===== config.mk =====
export PLATFORM = sky130hd
export DESIGN_NAME = pcileech_pcie_tx_arb_flat
export DESIGN_NICKNAME = d
export VERILOG_FILES = /design/src/rtl/pcileech_pcie_tx_arb_if.sv /design/src/rtl/pcileech_pcie_tx_arb.sv /design/src/flat_wrapper.sv
export SDC_FILE = /design/constraint.sdc
export NUM_CORES = 1
export LEC_CHECK = 0
export ABC_AREA = 1
export CAP_MARGIN = 20
export CORE_AREA = 5 5 133 135
export DETAILED_ROUTE_END_ITERATION = 8
export DIE_AREA = 0 0 138 140
export PLACE_DENSITY = 0.75
export RECOVER_POWER = 50
export SLEW_MARGIN = 20
export SYNTH_ARGS = -nofsm -noshare
export SYNTH_HDL_FRONTEND = slang
export SYNTH_SLANG_ARGS = --single-unit

===== constraint.sdc =====
create_clock -name clk_pcie -period 5.6 [get_ports clk_pcie]
set_clock_uncertainty 0.15 [all_clocks]
set_input_delay 1.12 -clock clk_pcie [delete_from_list [all_inputs] [get_ports clk_pcie]]
set_output_delay 1.12 -clock clk_pcie [all_outputs]
set_load 0.01 [all_outputs]

===== src/rtl/pcileech_pcie_tx_arb_if.sv =====
// Transmit-side bundle between N_SRC TLP sources, the arbiter and the PCIe core's s_axis_tx port.
// Carries the per-source streams, the core stream, buffer availability and the cfg request/grant pair.
interface pcileech_pcie_tx_arb_if #(
  parameter int N_SRC = 3
);
  logic [64*N_SRC-1:0] src_data;
  logic [8*N_SRC-1:0]  src_keep;
  logic [N_SRC-1:0]    src_last;
  logic [N_SRC-1:0]    src_valid;
  logic [N_SRC-1:0]    src_ready;
  logic [63:0]         tx_data;
  logic [7:0]          tx_keep;
  logic                tx_last;
  logic                tx_valid;
  logic                tx_ready;
  logic [5:0]          tx_buf_av;
  logic                tx_cfg_req;
  logic                tx_cfg_gnt;

  modport master (
    input  src_data, src_keep, src_last, src_valid,
    output src_ready,
    output tx_data, tx_keep, tx_last, tx_valid,
    input  tx_ready, tx_buf_av, tx_cfg_req,
    output tx_cfg_gnt
  );

  modport slave (
    output src_data, src_keep, src_last, src_valid,
    input  src_ready,
    input  tx_data, tx_keep, tx_last, tx_valid,
    output tx_ready, tx_buf_av, tx_cfg_req,
    input  tx_cfg_gnt
  );
endinterface


===== src/rtl/pcileech_pcie_tx_arb.sv =====
// Packet-level round-robin arbiter sharing the PCIe core's 64-bit transmit stream between N_SRC sources.
// Whole packets only; new packets gated on buffer availability; core cfg TLPs granted between packets.
module pcileech_pcie_tx_arb #(
  parameter int N_SRC      = 3,
  parameter int BUF_AV_MIN = 2,
  parameter int STALL_MAX  = 1024
) (
  input  logic                   clk_pcie,
  input  logic                   rst_n,
  pcileech_pcie_tx_arb_if.master bus,
  output logic                   busy,
  output logic [2:0]             grant_id,
  output logic [31:0]            pkt_cnt,
  output logic                   stall_err
);

  localparam int SW = $clog2(STALL_MAX + 1);

  typedef enum logic [1:0] {
    S_IDLE = 2'd0,
    S_CFG  = 2'd1,
    S_PKT  = 2'd2
  } state_e;

  state_e          state_q, state_d;
  logic [2:0]      grant_q, grant_d;
  logic            busy_q, busy_d;
  logic            cfg_gnt_q, cfg_gnt_d;
  logic [31:0]     pkt_cnt_q, pkt_cnt_d;
  logic            stall_err_q, stall_err_d;
  logic [SW-1:0]   stall_cnt_q, stall_cnt_d;

  // Sources padded to the 8-source maximum so a 3-bit grant indexes them exactly.
  logic [7:0]      valid_pad_s;
  logic [7:0]      last_pad_s;
  logic [63:0]     keep_pad_s;
  logic [511:0]    data_pad_s;
  logic [7:0]      ready_pad_s;
  logic            in_pkt_s;
  logic            g_valid_s;
  logic            xfer_s;

  // First requester strictly after the previous grant, wrapping at N_SRC.
  function automatic logic [2:0] rr_pick(input logic [7:0] req, input logic [2:0] last);
    logic [2:0] pick;
    logic       found;
    int         idx;
    pick  = last;
    found = 1'b0;
    for (int i = 1; i <= N_SRC; i++) begin
      idx = (int'(last) + i) % N_SRC;
      if (!found && req[idx[2:0]]) begin
        pick  = idx[2:0];
        found = 1'b1;
      end
    end
    return pick;
  endfunction

  assign valid_pad_s = 8'(bus.src_valid);
  assign last_pad_s  = 8'(bus.src_last);
  assign keep_pad_s  = 64'(bus.src_keep);
  assign data_pad_s  = 512'(bus.src_data);
  assign in_pkt_s    = (state_q == S_PKT);
  assign g_valid_s   = valid_pad_s[grant_q];

  // Combinational pass-through of the granted source while a packet is open.
  always_comb begin
    bus.tx_valid = in_pkt_s & g_valid_s;
    bus.tx_data  = in_pkt_s ? data_pad_s[{grant_q, 6'd0} +: 64] : 64'd0;
    bus.tx_keep  = in_pkt_s ? keep_pad_s[{grant_q, 3'd0} +: 8] : 8'd0;
    bus.tx_last  = in_pkt_s ? last_pad_s[grant_q] : 1'b0;
    ready_pad_s  = 8'd0;
    if (in_pkt_s) begin
      ready_pad_s[grant_q] = bus.tx_ready;
    end else begin
      ready_pad_s = 8'd0;
    end
    bus.src_ready = ready_pad_s[N_SRC-1:0];
  end

  assign xfer_s = bus.tx_valid & bus.tx_ready;

  // Next-state, grant, packet counter and stall supervision.
  always_comb begin
    state_d     = state_q;
    grant_d     = grant_q;
    busy_d      = busy_q;
    cfg_gnt_d   = cfg_gnt_q;
    pkt_cnt_d   = pkt_cnt_q;
    stall_err_d = stall_err_q;
    stall_cnt_d = '0;
    case (state_q)
      S_IDLE: begin
        if (bus.tx_cfg_req) begin
          state_d   = S_CFG;
          cfg_gnt_d = 1'b1;
          busy_d    = 1'b0;
        end else if ((|bus.src_valid) && (bus.tx_buf_av >= 6'(BUF_AV_MIN))) begin
          state_d   = S_PKT;
          grant_d   = rr_pick(valid_pad_s, grant_q);
          busy_d    = 1'b1;
          cfg_gnt_d = 1'b0;
        end else begin
          cfg_gnt_d = 1'b1;
          busy_d    = 1'b0;
        end
      end
      S_CFG: begin
        cfg_gnt_d = 1'b1;
        if (!bus.tx_cfg_req) begin
          state_d = S_IDLE;
        end else begin
          state_d = S_CFG;
        end
      end
      S_PKT: begin
        if (xfer_s) begin
          stall_cnt_d = '0;
          if (bus.tx_last) begin
            pkt_cnt_d = pkt_cnt_q + 32'd1;
            busy_d    = 1'b0;
            cfg_gnt_d = 1'b1;
            state_d   = S_IDLE;
          end else begin
            state_d = S_PKT;
          end
        end else if (!g_valid_s && (stall_cnt_q != SW'(STALL_MAX))) begin
          stall_cnt_d = stall_cnt_q + SW'(1);
        end else begin
          stall_cnt_d = stall_cnt_q;
        end
      end
      default: begin
        state_d   = S_IDLE;
        busy_d    = 1'b0;
        cfg_gnt_d = 1'b1;
      end
    endcase
    // The flag is sticky: the packet keeps going, only reset clears it.
    if (stall_cnt_d == SW'(STALL_MAX)) begin
      stall_err_d = 1'b1;
    end else begin
      stall_err_d = stall_err_d;
    end
  end

  // State and status registers with synchronous active-low reset.
  always_ff @(posedge clk_pcie) begin
    if (!rst_n) begin
      state_q     <= S_IDLE;
      grant_q     <= 3'(N_SRC - 1);
      busy_q      <= 1'b0;
      cfg_gnt_q   <= 1'b1;
      pkt_cnt_q   <= 32'd0;
      stall_err_q <= 1'b0;
      stall_cnt_q <= '0;
    end else begin
      state_q     <= state_d;
      grant_q     <= grant_d;
      busy_q      <= busy_d;
      cfg_gnt_q   <= cfg_gnt_d;
      pkt_cnt_q   <= pkt_cnt_d;
      stall_err_q <= stall_err_d;
      stall_cnt_q <= stall_cnt_d;
    end
  end

  assign bus.tx_cfg_gnt = cfg_gnt_q;
  assign busy           = busy_q;
  assign grant_id       = grant_q;
  assign pkt_cnt        = pkt_cnt_q;
  assign stall_err      = stall_err_q;

endmodule


===== src/flat_wrapper.sv =====
// flat-port wrapper written by rule: the top's interface ports become plain ports
module pcileech_pcie_tx_arb_flat 
#(
  parameter int N_SRC      = 3,
  parameter int BUF_AV_MIN = 2,
  parameter int STALL_MAX  = 1024
)
  (clk_pcie, rst_n, busy, grant_id, pkt_cnt, stall_err, bus_src_data, bus_src_keep, bus_src_last, bus_src_valid, bus_src_ready, bus_tx_data, bus_tx_keep, bus_tx_last, bus_tx_valid, bus_tx_ready, bus_tx_buf_av, bus_tx_cfg_req, bus_tx_cfg_gnt);
  pcileech_pcie_tx_arb_if #(.N_SRC(N_SRC)) bus_i ();
  input  logic clk_pcie;
  input  logic rst_n;
  output logic busy;
  output logic [2:0] grant_id;
  output logic [31:0] pkt_cnt;
  output logic stall_err;
  input wire logic [$bits(bus_i.src_data)-1:0] bus_src_data;
  input wire logic [$bits(bus_i.src_keep)-1:0] bus_src_keep;
  input wire logic [$bits(bus_i.src_last)-1:0] bus_src_last;
  input wire logic [$bits(bus_i.src_valid)-1:0] bus_src_valid;
  output wire logic [$bits(bus_i.src_ready)-1:0] bus_src_ready;
  output wire logic [$bits(bus_i.tx_data)-1:0] bus_tx_data;
  output wire logic [$bits(bus_i.tx_keep)-1:0] bus_tx_keep;
  output wire logic [$bits(bus_i.tx_last)-1:0] bus_tx_last;
  output wire logic [$bits(bus_i.tx_valid)-1:0] bus_tx_valid;
  input wire logic [$bits(bus_i.tx_ready)-1:0] bus_tx_ready;
  input wire logic [$bits(bus_i.tx_buf_av)-1:0] bus_tx_buf_av;
  input wire logic [$bits(bus_i.tx_cfg_req)-1:0] bus_tx_cfg_req;
  output wire logic [$bits(bus_i.tx_cfg_gnt)-1:0] bus_tx_cfg_gnt;
  assign bus_i.src_data = bus_src_data;
  assign bus_i.src_keep = bus_src_keep;
  assign bus_i.src_last = bus_src_last;
  assign bus_i.src_valid = bus_src_valid;
  assign bus_src_ready = bus_i.src_ready;
  assign bus_tx_data = bus_i.tx_data;
  assign bus_tx_keep = bus_i.tx_keep;
  assign bus_tx_last = bus_i.tx_last;
  assign bus_tx_valid = bus_i.tx_valid;
  assign bus_i.tx_ready = bus_tx_ready;
  assign bus_i.tx_buf_av = bus_tx_buf_av;
  assign bus_i.tx_cfg_req = bus_tx_cfg_req;
  assign bus_tx_cfg_gnt = bus_i.tx_cfg_gnt;
  pcileech_pcie_tx_arb #(.N_SRC(N_SRC), .BUF_AV_MIN(BUF_AV_MIN), .STALL_MAX(STALL_MAX)) u_core (.clk_pcie(clk_pcie), .rst_n(rst_n), .bus(bus_i), .busy(busy), .grant_id(grant_id), .pkt_cnt(pkt_cnt), .stall_err(stall_err));
endmodule

# [After elaboration in Yosys (flattened, before gate mapping)]
# Cells that the tools add are included.
[op_classes] n_shift=2 eq_ne=7 n_bitwise=5 div_mod_pow=3 order_cmp=6 n_mux=46 addsub=5 n_reduce_logical=16
[op_table] op="indexed part select 512 x 10 -> 64 bit" count=1
[op_table] op="modulo 32 x 3 -> 32 bit, second input constant" count=3
[op_table] op="two-way mux 64 bit" count=1
[op_table] op="indexed part select 64 x 7 -> 8 bit" count=1
[op_table] op="two-way mux 11 bit" count=3
[op_table] op="adder 32 x 1 -> 32 bit, second input constant" count=1
[op_table] op="two-way mux 1 bit" count=24
[op_table] op="< comparator 3 x 4 -> 1 bit, second input constant" count=4
[op_table] op="binary-select mux 1 bit (select 3 bit)" count=5
[op_table] op="two-way mux 3 bit" count=4
[op_table] op="adder 11 x 1 -> 11 bit, second input constant" count=1
[op_table] op="equality test 11 bit, second input constant" count=1
[op_table] op="!= test 11 bit, second input constant" count=1
[op_table] op="adder 3 x 2 -> 4 bit, second input constant" count=2
[op_table] op="two-way mux 2 bit" count=4
[op_table] op="two-way mux 8 bit" count=1
[op_table] op=">= comparator 6 x 2 -> 1 bit, second input constant" count=1
[op_table] op="one-hot mux 2 bit (3 select lines)" count=1
[op_table] op="AND reduction 3 bit" count=2
[op_table] op="logical AND 1 bit" count=5
[op_table] op="adder 3 x 1 -> 4 bit, second input constant" count=1
[op_table] op="!= test 2 bit, second input constant" count=2
[op_table] op="AND reduction 2 bit" count=2
[op_table] op="AND reduction 4 bit" count=1
[op_table] op="14 further kinds" count=18
[totals] input_bits=232 wordCells=97 ff_bits=51 output_inout_bits=115

# [Longest topological paths before layout]
# Gate-level depths: netlist of the first run.
[logic_depth] depth_word=18 mapped_depth=31

# [Worst setup path after synthesis of the first run]
# Ideal clock, no wire load.
[synth_path] path_kind="register to register" startpoint="register u_core.grant_q[1], in the netlist u_core.grant_id[1]" endpoint="register u_core.grant_q[1], in the netlist u_core.grant_id[1]" stages_incl_launch_ff=29 t_arrival_ns=3.453 setup_ns=0.123 t_required_ns=5.327 slack_ns=1.873 path_buffers=2 period_less_slack_ns=3.727 path_cell_list="dfxtp_1 > inv_1 > clkbuf_1 > clkbuf_1 > ha_1 > inv_1 > nand2_1 > nand2_2 > ha_1 > nand3_1 > a21oi_2 > nand2_1 > nand2_1 > nand2_1 > inv_1 > ha_1 > inv_1 > nand2_1 > nand2_1 > nand2_1 > inv_1 > nand2_1 > nand2_1 > nor2_1 > nand3_1 > nand3_1 > nand2_1 > nand2_1 > nand2_1"
[synth_via] elab_chain_len=18 word_cells_on_any_way=29 classes_between="add/sub: 3; div: 3; mux: 17; reduce/logical: 6"
[synth_lines] element="from (decl)" line="pcileech_pcie_tx_arb.sv:26" source="logic [2:0] grant_q, grant_d;"
[synth_lines] element="from (signal assigned)" line="pcileech_pcie_tx_arb.sv:152" source="grant_q <= 3'(N_SRC - 1);"
[synth_lines] element="from (signal assigned)" line="pcileech_pcie_tx_arb.sv:160" source="grant_q <= grant_d;"
[synth_lines] element="adder 3 x 1 -> 4 bit" line="pcileech_pcie_tx_arb.sv:51" source="idx = (int'(last) + i) % N_SRC;"
[synth_lines] element="modulo 32 x 3 -> 32 bit" line="pcileech_pcie_tx_arb.sv:51"
[synth_lines] element="binary-select mux 1 bit (select 3 bit)" line="pcileech_pcie_tx_arb.sv:52" source="if (!found && req[idx[2:0]]) begin"
[synth_lines] element="two-way mux 1 bit (not written as such)" line="pcileech_pcie_tx_arb.sv:52"
[synth_lines] element="two-way mux 1 bit" line="pcileech_pcie_tx_arb.sv:52"
[synth_lines] element="two-way mux 1 bit" line="pcileech_pcie_tx_arb.sv:99" source="end else if ((|bus.src_valid) && (bus.tx_buf_av >= 6'(BUF_AV_MIN))) begin"
[synth_lines] element="two-way mux 1 bit" line="pcileech_pcie_tx_arb.sv:95" source="if (bus.tx_cfg_req) begin"
[synth_lines] element="two-way mux 1 bit" line="pcileech_pcie_tx_arb.sv:93" source="case (state_q)"
[synth_lines] element="[... 2 more ...]"
[synth_lines] element="two-way mux 1 bit" line="pcileech_pcie_tx_arb.sv:52"
[synth_lines] element="two-way mux 1 bit" line="pcileech_pcie_tx_arb.sv:99"
[synth_lines] element="two-way mux 1 bit" line="pcileech_pcie_tx_arb.sv:95"
[synth_lines] element="two-way mux 1 bit" line="pcileech_pcie_tx_arb.sv:93"
[synth_lines] element="zero test 1 bit" line="pcileech_pcie_tx_arb.sv:52"
[synth_lines] element="logical AND 1 bit" line="pcileech_pcie_tx_arb.sv:52"
[synth_lines] element="nonzero test 3 bit (no source line)"
[synth_lines] element="AND reduction 4 bit (no source line)"
# Several ways; a longest one is shown, not always the timed one. The select of a mux whose other input is x is not followed.
# A chain may end at the register's enable or synchronous reset.

# [Worst setup path in the final report of the first run]
[layout_path] startpoint="input port bus_src_valid[1]" endpoint="register u_core.pkt_cnt_q[18], in the netlist u_core.pkt_cnt[18]"
[layout_via] elab_chain_len=5
[layout_lines] element="from (decl)" line="flat_wrapper.sv:19" source="input wire logic [$bits(bus_i.src_valid)-1:0] bus_src_valid;"
[layout_lines] element="binary-select mux 1 bit (select 3 bit)" line="pcileech_pcie_tx_arb.sv:65" source="assign g_valid_s = valid_pad_s[grant_q];"
[layout_lines] element="two-way mux 1 bit (not written as such)" line="pcileech_pcie_tx_arb.sv:65"
[layout_lines] element="bitwise AND 1 bit" line="pcileech_pcie_tx_arb.sv:69" source="bus.tx_valid = in_pkt_s & g_valid_s;"
[layout_lines] element="bitwise AND 1 bit" line="pcileech_pcie_tx_arb.sv:82" source="assign xfer_s = bus.tx_valid & bus.tx_ready;"
[layout_lines] element="AND reduction 3 bit (no source line)"
[layout_lines] element="to (signal assigned)" line="pcileech_pcie_tx_arb.sv:163" source="pkt_cnt_q <= pkt_cnt_d;"
[layout_lines] element="to (decl)" line="pcileech_pcie_tx_arb.sv:29" source="logic [31:0] pkt_cnt_q, pkt_cnt_d;"
# Every way passes these cells. The select of a mux whose other input is x is not followed.

==> results of run 1 <==
## Yosys cell counts
library cell | n | area share
nor3_1 | 26 | 0.024
nand3_4 | 1 | 0.0032
nand4_4 | 1 | 0.0039
nand4_1 | 19 | 0.022
o31ai_1 | 1 | 0.0014
nand2_1 | 131 | 0.090
o21ai_2 | 1 | 0.0016
o21bai_1 | 1 | 0.0014
o21ai_1 | 11 | 0.010
buf_1 | 8 | 0.0055
nand3_2 | 3 | 0.0055
nor3_4 | 2 | 0.0060
nand3b_1 | 2 | 0.0028
nor2_1 | 202 | 0.14
nor3_2 | 1 | 0.0018
nor4_2 | 1 | 0.0023
o21ai_0 | 89 | 0.082
clkinv_1 | 1 | 0.00069
ha_1 | 23 | 0.053
inv_1 | 90 | 0.062
nand2_2 | 5 | 0.0057
nor3b_2 | 3 | 0.0069
a21oi_2 | 1 | 0.0016
or2_2 | 1 | 0.0011
or2_1 | 2 | 0.0023
nor3b_1 | 4 | 0.0055
buf_6 | 1 | 0.0021
a21oi_1 | 35 | 0.032
xnor2_1 | 2 | 0.0032
nand4_2 | 1 | 0.0023
xor2_1 | 10 | 0.016
nand3_1 | 48 | 0.044
buf_2 | 4 | 0.0037
nor4_1 | 9 | 0.010
o21a_1 | 4 | 0.0055
a2bb2oi_1 | 72 | 0.12
inv_2 | 6 | 0.0041
clkbuf_1 | 32 | 0.022
nor2_4 | 4 | 0.0083
nor2_2 | 1 | 0.0011
a21boi_1 | 1 | 0.0014
dfxtp_1 | 51 | 0.19
## state kept, by name, summed over array words and instances (netlist names)
signal and cells:
u_core.stall_err 1, u_core.bus.tx_cfg_gnt 1, u_core.busy 1, u_core.grant_id 3, u_core.stall_cnt_q 11, u_core.pkt_cnt 32
u_core.state_q 2
## path summary, 6_finish.rpt
path	cells after the start	to	slack (ps)	from
max	17	u_core.pkt_cnt[18]$_SDFFE_PN0P_	1040	bus_src_valid[1]
min	2	u_core.stall_err$_SDFFE_PN0N_	300	u_core.stall_err$_SDFFE_PN0N_
max reg2reg	26	u_core.grant_id[1]$_SDFFE_PN1P_	1400	u_core.grant_id[1]$_SDFFE_PN1P_
min reg2reg	2	u_core.stall_err$_SDFFE_PN0N_	300	u_core.stall_err$_SDFFE_PN0N_
## cells by family (layout without fill, tap and decap cells)
group	count (synthesis)	count (layout)	synth area share
flip-flops	51	51	0.187
buffers and inverters	142	459	0.100
adder cells (fa/ha/maj)	23	23	0.0528
XOR/XNOR	12	12	0.0193
other	0	3	0
AND/OR/NAND/NOR	467	467	0.388
AO/OA/AOI/OAI	216	216	0.252
## per-layer routing
metal	wire length [µm]	up-vias	GRT usage	part of all wire
met5	28	-	0	0.00095
met1	12800	3491	0.398	0.43
met3	3370	40	0.101	0.11
met4	591	6	0.0530	0.020
li1	-	3712	-	-
met2	12700	365	0.441	0.43
## layout by cell type, fill, tap and decap left out, types with 35 or more instances in the layout
cell type and n:
nand2_1 130, o21ai_0 91, nand3_1 50, inv_1 89, clkdlybuf4s50_1 306, a2bb2oi_1 72
dfxtp_1 50, dlygate4sd3_1 39, a21oi_1 35, nor2_1 207
## critical path, cell delays in order
cell	delay, ps
dlygate4sd3_1	640
inv_1	110
nand2_1	70
nand3_1	80
o21ai_0	110
nand2_1	90
nor2_1	190
nand3_1	410
nor3_1	400
nand2_2	100
nor2_1	310
nand4_4	130
nor2_1	270
inv_2	50
nor2_1	230
nand3_1	100
nor3b_1	150
## where the power goes
group	total [mW]	switching [mW]	internal, mW
clock network	0.397	0.141	0.256
registers	0.380	0.00991	0.370
logic	1.24	0.707	0.528
## cell type report
class,count,area (µm²),area share
multi-input cells,718,3790,0.414
repair buffers,354,3520,0.383
flip-flops and latches,51,1020,0.111
inverters,97,364,0.0397
well taps,220,275,0.0300
clock buffers,5,125,0.0136
clock inverters,3,67.6,0.00737
diodes,3,7.51,0.000819
## metrics by stage
step                setup WS, ps  hold slack [ps]  utilization
floorplan                   1870              295            -
global placement            1390              290        0.554
detailed placement          1410              297        0.556
CTS                         1200              308        0.568
global route                 636              323        0.561
finish                      1040              302        0.561
==> results.ini, run 1 <==
[logic_synthesis]
synthCells=911
yosysSeqAreaShare=0.187
synth_cell_types=42
synth-seq-cells=51
netlist_area_um2=5450
avgSynthCellArea_um2=5.98
syn_nets=1166
ys_warn_count=0

[grt]
grt_max_degree=90
grt-ovfl-total=0
antenna_found_initial=6
grt_pass1_vias=7212
grt_pass1_wl_um=44000
grt_usage=0.289

[floorplanning]
dieArea_um2=19300
die_h_um=140
rows=47
io_pins=347
dieWidth_um=138
initial_utilization=0.333
core_um2=16300

[placement]
placed_area_um2=9090
port_buffers=345
globalplace.congestion=1.01
hpwl_um=23800
dp_cells=1440

[sta]
max_freq_ghz=0.219
finalSetupViolCount=0
rsz0062_at_grt=no
fin_crit_sh=0.815
worst_pin_slew_ps=1150
setup_tns_ps=0
hold_viol=0
min_period_ps=4560
timing.slew.headroom=0.230
slew_violations=0

[final_layout]
fin_area_um2=9170
drive_gt1_frac=0.0309
fin_cells=1451
num-nets-final=1482
fillCellCount=1625
syn2layout_area_growth_pct=68.2

[clock_network]
ctsHoldBuffers=0
cts.path.max_buffers=2
htree_levels=2
numCtsBuffers=5
cts_setup_buffers=0
cts_sinks=51
cts_tree=built
cts_resized=0
cts-root-buf=clkbuf_16
path_clk_slew_ps=70
clk_latency_ps=290

[route]
drc_errors=0
drt-total-wl_um=29500
vias=7614
final_antenna_net_count=0
viasPerCell=5.25
drt-pass1-iter-count=5
drt_iter0_markers=697
wl_per_cell_um=20.3

[status]
status=finished, final reports clean

[hold_path]
hp-class=reg -> reg

[pwr]
total_power_mw=2.01
power_density_nw_per_um2=219
p_leak_nw=3.73
ir_drop_mv=0.158

[setup_path]
path_max_fanout=13
crit_type=in -> reg
required_ps=5610
cp.arrival_ps=4570
crit_path_end_kind=register
cp-start-kind=primary input

[flow_run]
drv_cap=0

(Power assumes the default switching activity.)
==> inputs of run 2 (changes only) <==
--- a/config.mk
+++ b/config.mk
@@ -7,10 +7,10 @@
 export LEC_CHECK = 0
 export ABC_AREA = 1
 export CAP_MARGIN = 20
-export CORE_AREA = 5 5 133 135
+export CORE_MARGIN = 5
+export CORE_UTILIZATION = 34
 export DETAILED_ROUTE_END_ITERATION = 8
-export DIE_AREA = 0 0 138 140
-export PLACE_DENSITY = 0.75
+export PLACE_DENSITY = 0.79
 export RECOVER_POWER = 50
 export SLEW_MARGIN = 20
 export SYNTH_ARGS = -nofsm -noshare
==> constraint.sdc (replaced) <==
create_clock -name clk_pcie -period 3.9 [get_ports clk_pcie]
set_clock_uncertainty 0.15 [all_clocks]
set_input_delay 0.78 -clock clk_pcie [delete_from_list [all_inputs] [get_ports clk_pcie]]
set_output_delay 0.78 -clock clk_pcie [all_outputs]
set_load 0.01 [all_outputs]
==> results.ini, run 2 (synthesized netlist as in run 1, its figures left out) <==
[final_layout]
drive_gt1_frac=0.0479  ; was 0.0309
fin_area_um2=9320  ; was 9170 µm²
largest_reg_flops=32  ; unchanged
num-nets-final=1487  ; was 1482
layout_commonest_cell=clkdlybuf4s50_1  ; unchanged
syn2layout_area_growth_pct=71.0  ; was 68.2%
layout_common_cells=clkdlybuf4s50_1 (300), nor2_1 (201), nand2_1 (129), o21ai_0 (90), inv_1 (89)  ; was clkdlybuf4s50_1 (306), nor2_1 (207), nand2_1 (130), o21ai_0 (91), inv_1 (89)

[placement]
placed_area_um2=9120  ; was 9090 µm²
hpwl_um=24600  ; was 23800 µm
port_buffers=345  ; unchanged
globalplace.congestion=1.04  ; was 1.01

[grt]
grt_pass1_wl_um=42500  ; was 44000 µm
grt-ovfl-total=0  ; unchanged
grt_usage=0.303  ; was 0.289
grt_max_degree=77  ; was 90
antenna_found_initial=8  ; was 6
grt_pass1_vias=7157  ; was 7212

[setup_path]
critPathMaxStageDelay_ps=580  ; was 640 ps
crit_type=reg -> out  ; was in -> reg
reg2reg_slack_ps=320  ; was 1400 ps
cp.arrival_ps=2810  ; was 4570 ps
required_ps=2970  ; was 5610 ps
path_max_fanout=73  ; was 13
cp-start-kind=register  ; was primary input
crit_path_end_kind=output pin  ; was register
path_cells=inv_2 -> buf_4 -> nand2_2 -> inv_2 -> buf_12 -> nand2_1 -> o21ai_2 -> nand2_1 -> nor2_1 -> clkdlybuf4s50_1  ; was dlygate4sd3_1 -> inv_1 -> nand2_1 -> nand3_1 -> o21ai_0 -> nand2_1 -> nor2_1 -> nand3_1 -> nor3_1 -> nand2_2 -> nor2_1 -> nand4_4 -> nor2_1 -> inv_2 -> nor2_1 -> nand3_1 -> nor3b_1
crit_family=buffers and inverters  ; was simple AND/OR/NAND/NOR gates
cpMaxStageDelayCell=clkdlybuf4s50_1  ; was dlygate4sd3_1
path_buf_inv=5  ; was 3

[route]
drc_errors=0  ; unchanged
drt_iter0_markers=579  ; was 697
viasPerCell=5.19  ; was 5.25
wl_per_cell_um=20.5  ; was 20.3 µm
drt-total-wl_um=29900  ; was 29500 µm
final_antenna_net_count=0  ; unchanged
drt-pass1-iter-count=5  ; unchanged
vias=7555  ; was 7614

[clock_network]
htree_levels=2  ; unchanged
cts_sinks=51  ; unchanged
path_clk_slew_ps=60  ; was 70 ps
cts-root-buf=clkbuf_16  ; unchanged
cts_setup_buffers=0  ; unchanged
cts_tree=built  ; unchanged
numCtsBuffers=5  ; unchanged
clk_latency_ps=290  ; about the same
cts.path.max_buffers=2  ; unchanged
cts_resized=0  ; unchanged
ctsHoldBuffers=0  ; unchanged

[sta]
timing.slew.headroom=0.0697  ; was 0.230
finalSetupViolCount=0  ; unchanged
worst_pin_slew_ps=1400  ; was 1150 ps
hold_viol=0  ; unchanged
fin_crit_sh=0.960
max_freq_ghz=0.267
slew_violations=0  ; unchanged
min_period_ps=3740

[flow_run]
drv_cap=0  ; unchanged

[floorplanning]
io_pins=347  ; unchanged
initial_utilization=0.344  ; was 0.333
core_um2=15800  ; was 16300 µm²
dieArea_um2=18700  ; was 19300 µm²
rows=46  ; was 47
dieWidth_um=137  ; was 138 µm
die_h_um=137  ; was 140 µm

[pwr]
p_leak_nw=3.78  ; was 3.73 nW
ir_drop_mv=0.347  ; was 0.158 mV
power_density_nw_per_um2=313  ; was 219 nW/µm²
total_power_mw=2.92  ; was 2.01 mW

[status]
status=finished, final reports clean  ; unchanged

[hold_path]
hp-class=reg -> reg  ; unchanged

-- run 2: cell types whose count changed in the layout (fill, tap and decap cells not counted), sizes merged --
cell | previous run | this run
diode | 3 | 7
clkdlybuf4s50 | 306 | 300
buf | 8 | 13
clkbuf | 6 | 10
clkinvlp | 1 | 0
dlygate4sd3 | 39 | 42
-- run 2: area by class of cell --
cell class              count  area (µm²)
fillers                  1493        6510
multi-input cells         718        3890
repair buffers            359        3560
flip-flops and latches     51        1020
inverters                  97         367
well taps                 216         270
clock buffers               6         129
clock inverters             2        60.1
diodes                      7        17.5
-- run 2: through the flow --
stage | hold slack, ps | util | cells | setup slack (ps) | setup TNS [ps]
finish | 297 | 0.589 | 1456 | 157 | 0
floorplan | 295 | - | 911 | 173 | 0
global route | 333 | 0.589 | 1456 | -36.0 | -36.0
global placement | 292 | 0.576 | 1441 | 385 | 0
detailed placement | 294 | 0.576 | 1441 | 312 | 0
CTS | 306 | 0.588 | 1449 | 176 | 0
-- run 2: metal layers --
layer  up-vias  share of wire  GRT usage
li1       3722              -          -
met1      3531           0.38      0.335
met2       261           0.51      0.536
met3        39          0.075     0.0842
met4         2          0.038      0.137
met5         -        0.00023          0
-- run 2: path summary, 6_finish.rpt --
| check | startpoint | end | cells past startpoint |
|---|---|---|---|
| worst max-delay path | u_core.grant_id[0]$_SDFFE_PN0P_ | bus_tx_last | 10 |
| worst min-delay path | u_core.stall_err$_SDFFE_PN0N_ | u_core.stall_err$_SDFFE_PN0N_ | 2 |
| worst min register to register | u_core.stall_err$_SDFFE_PN0N_ | u_core.stall_err$_SDFFE_PN0N_ | 2 |
| worst max register to register | u_core.grant_id[0]$_SDFFE_PN0P_ | u_core.pkt_cnt[27]$_SDFFE_PN0P_ | 16 |
-- run 2: worst register-to-register path, stage by stage, from the launching register on --
cell and delay [ps]:
dfxtp_2 350, inv_2 170, buf_4 370, nand2_2 100, inv_2 80, buf_12 290, nand2_1 200, o21ai_2 140
nand3_4 200, nor3_1 320, nand3_1 120, nor2_1 130, nand4_2 190, nor2_1 220, nand2_1 120, nor3_1 190
nor3_1 70
-- run 2: power by group --
| group | internal, mW | switching, mW |
|---|---|---|
| combinational | 0.781 | 1.03 |
| sequential | 0.532 | 0.0111 |
| clock | 0.368 | 0.190 |
| total | 1.68 | 1.23 |
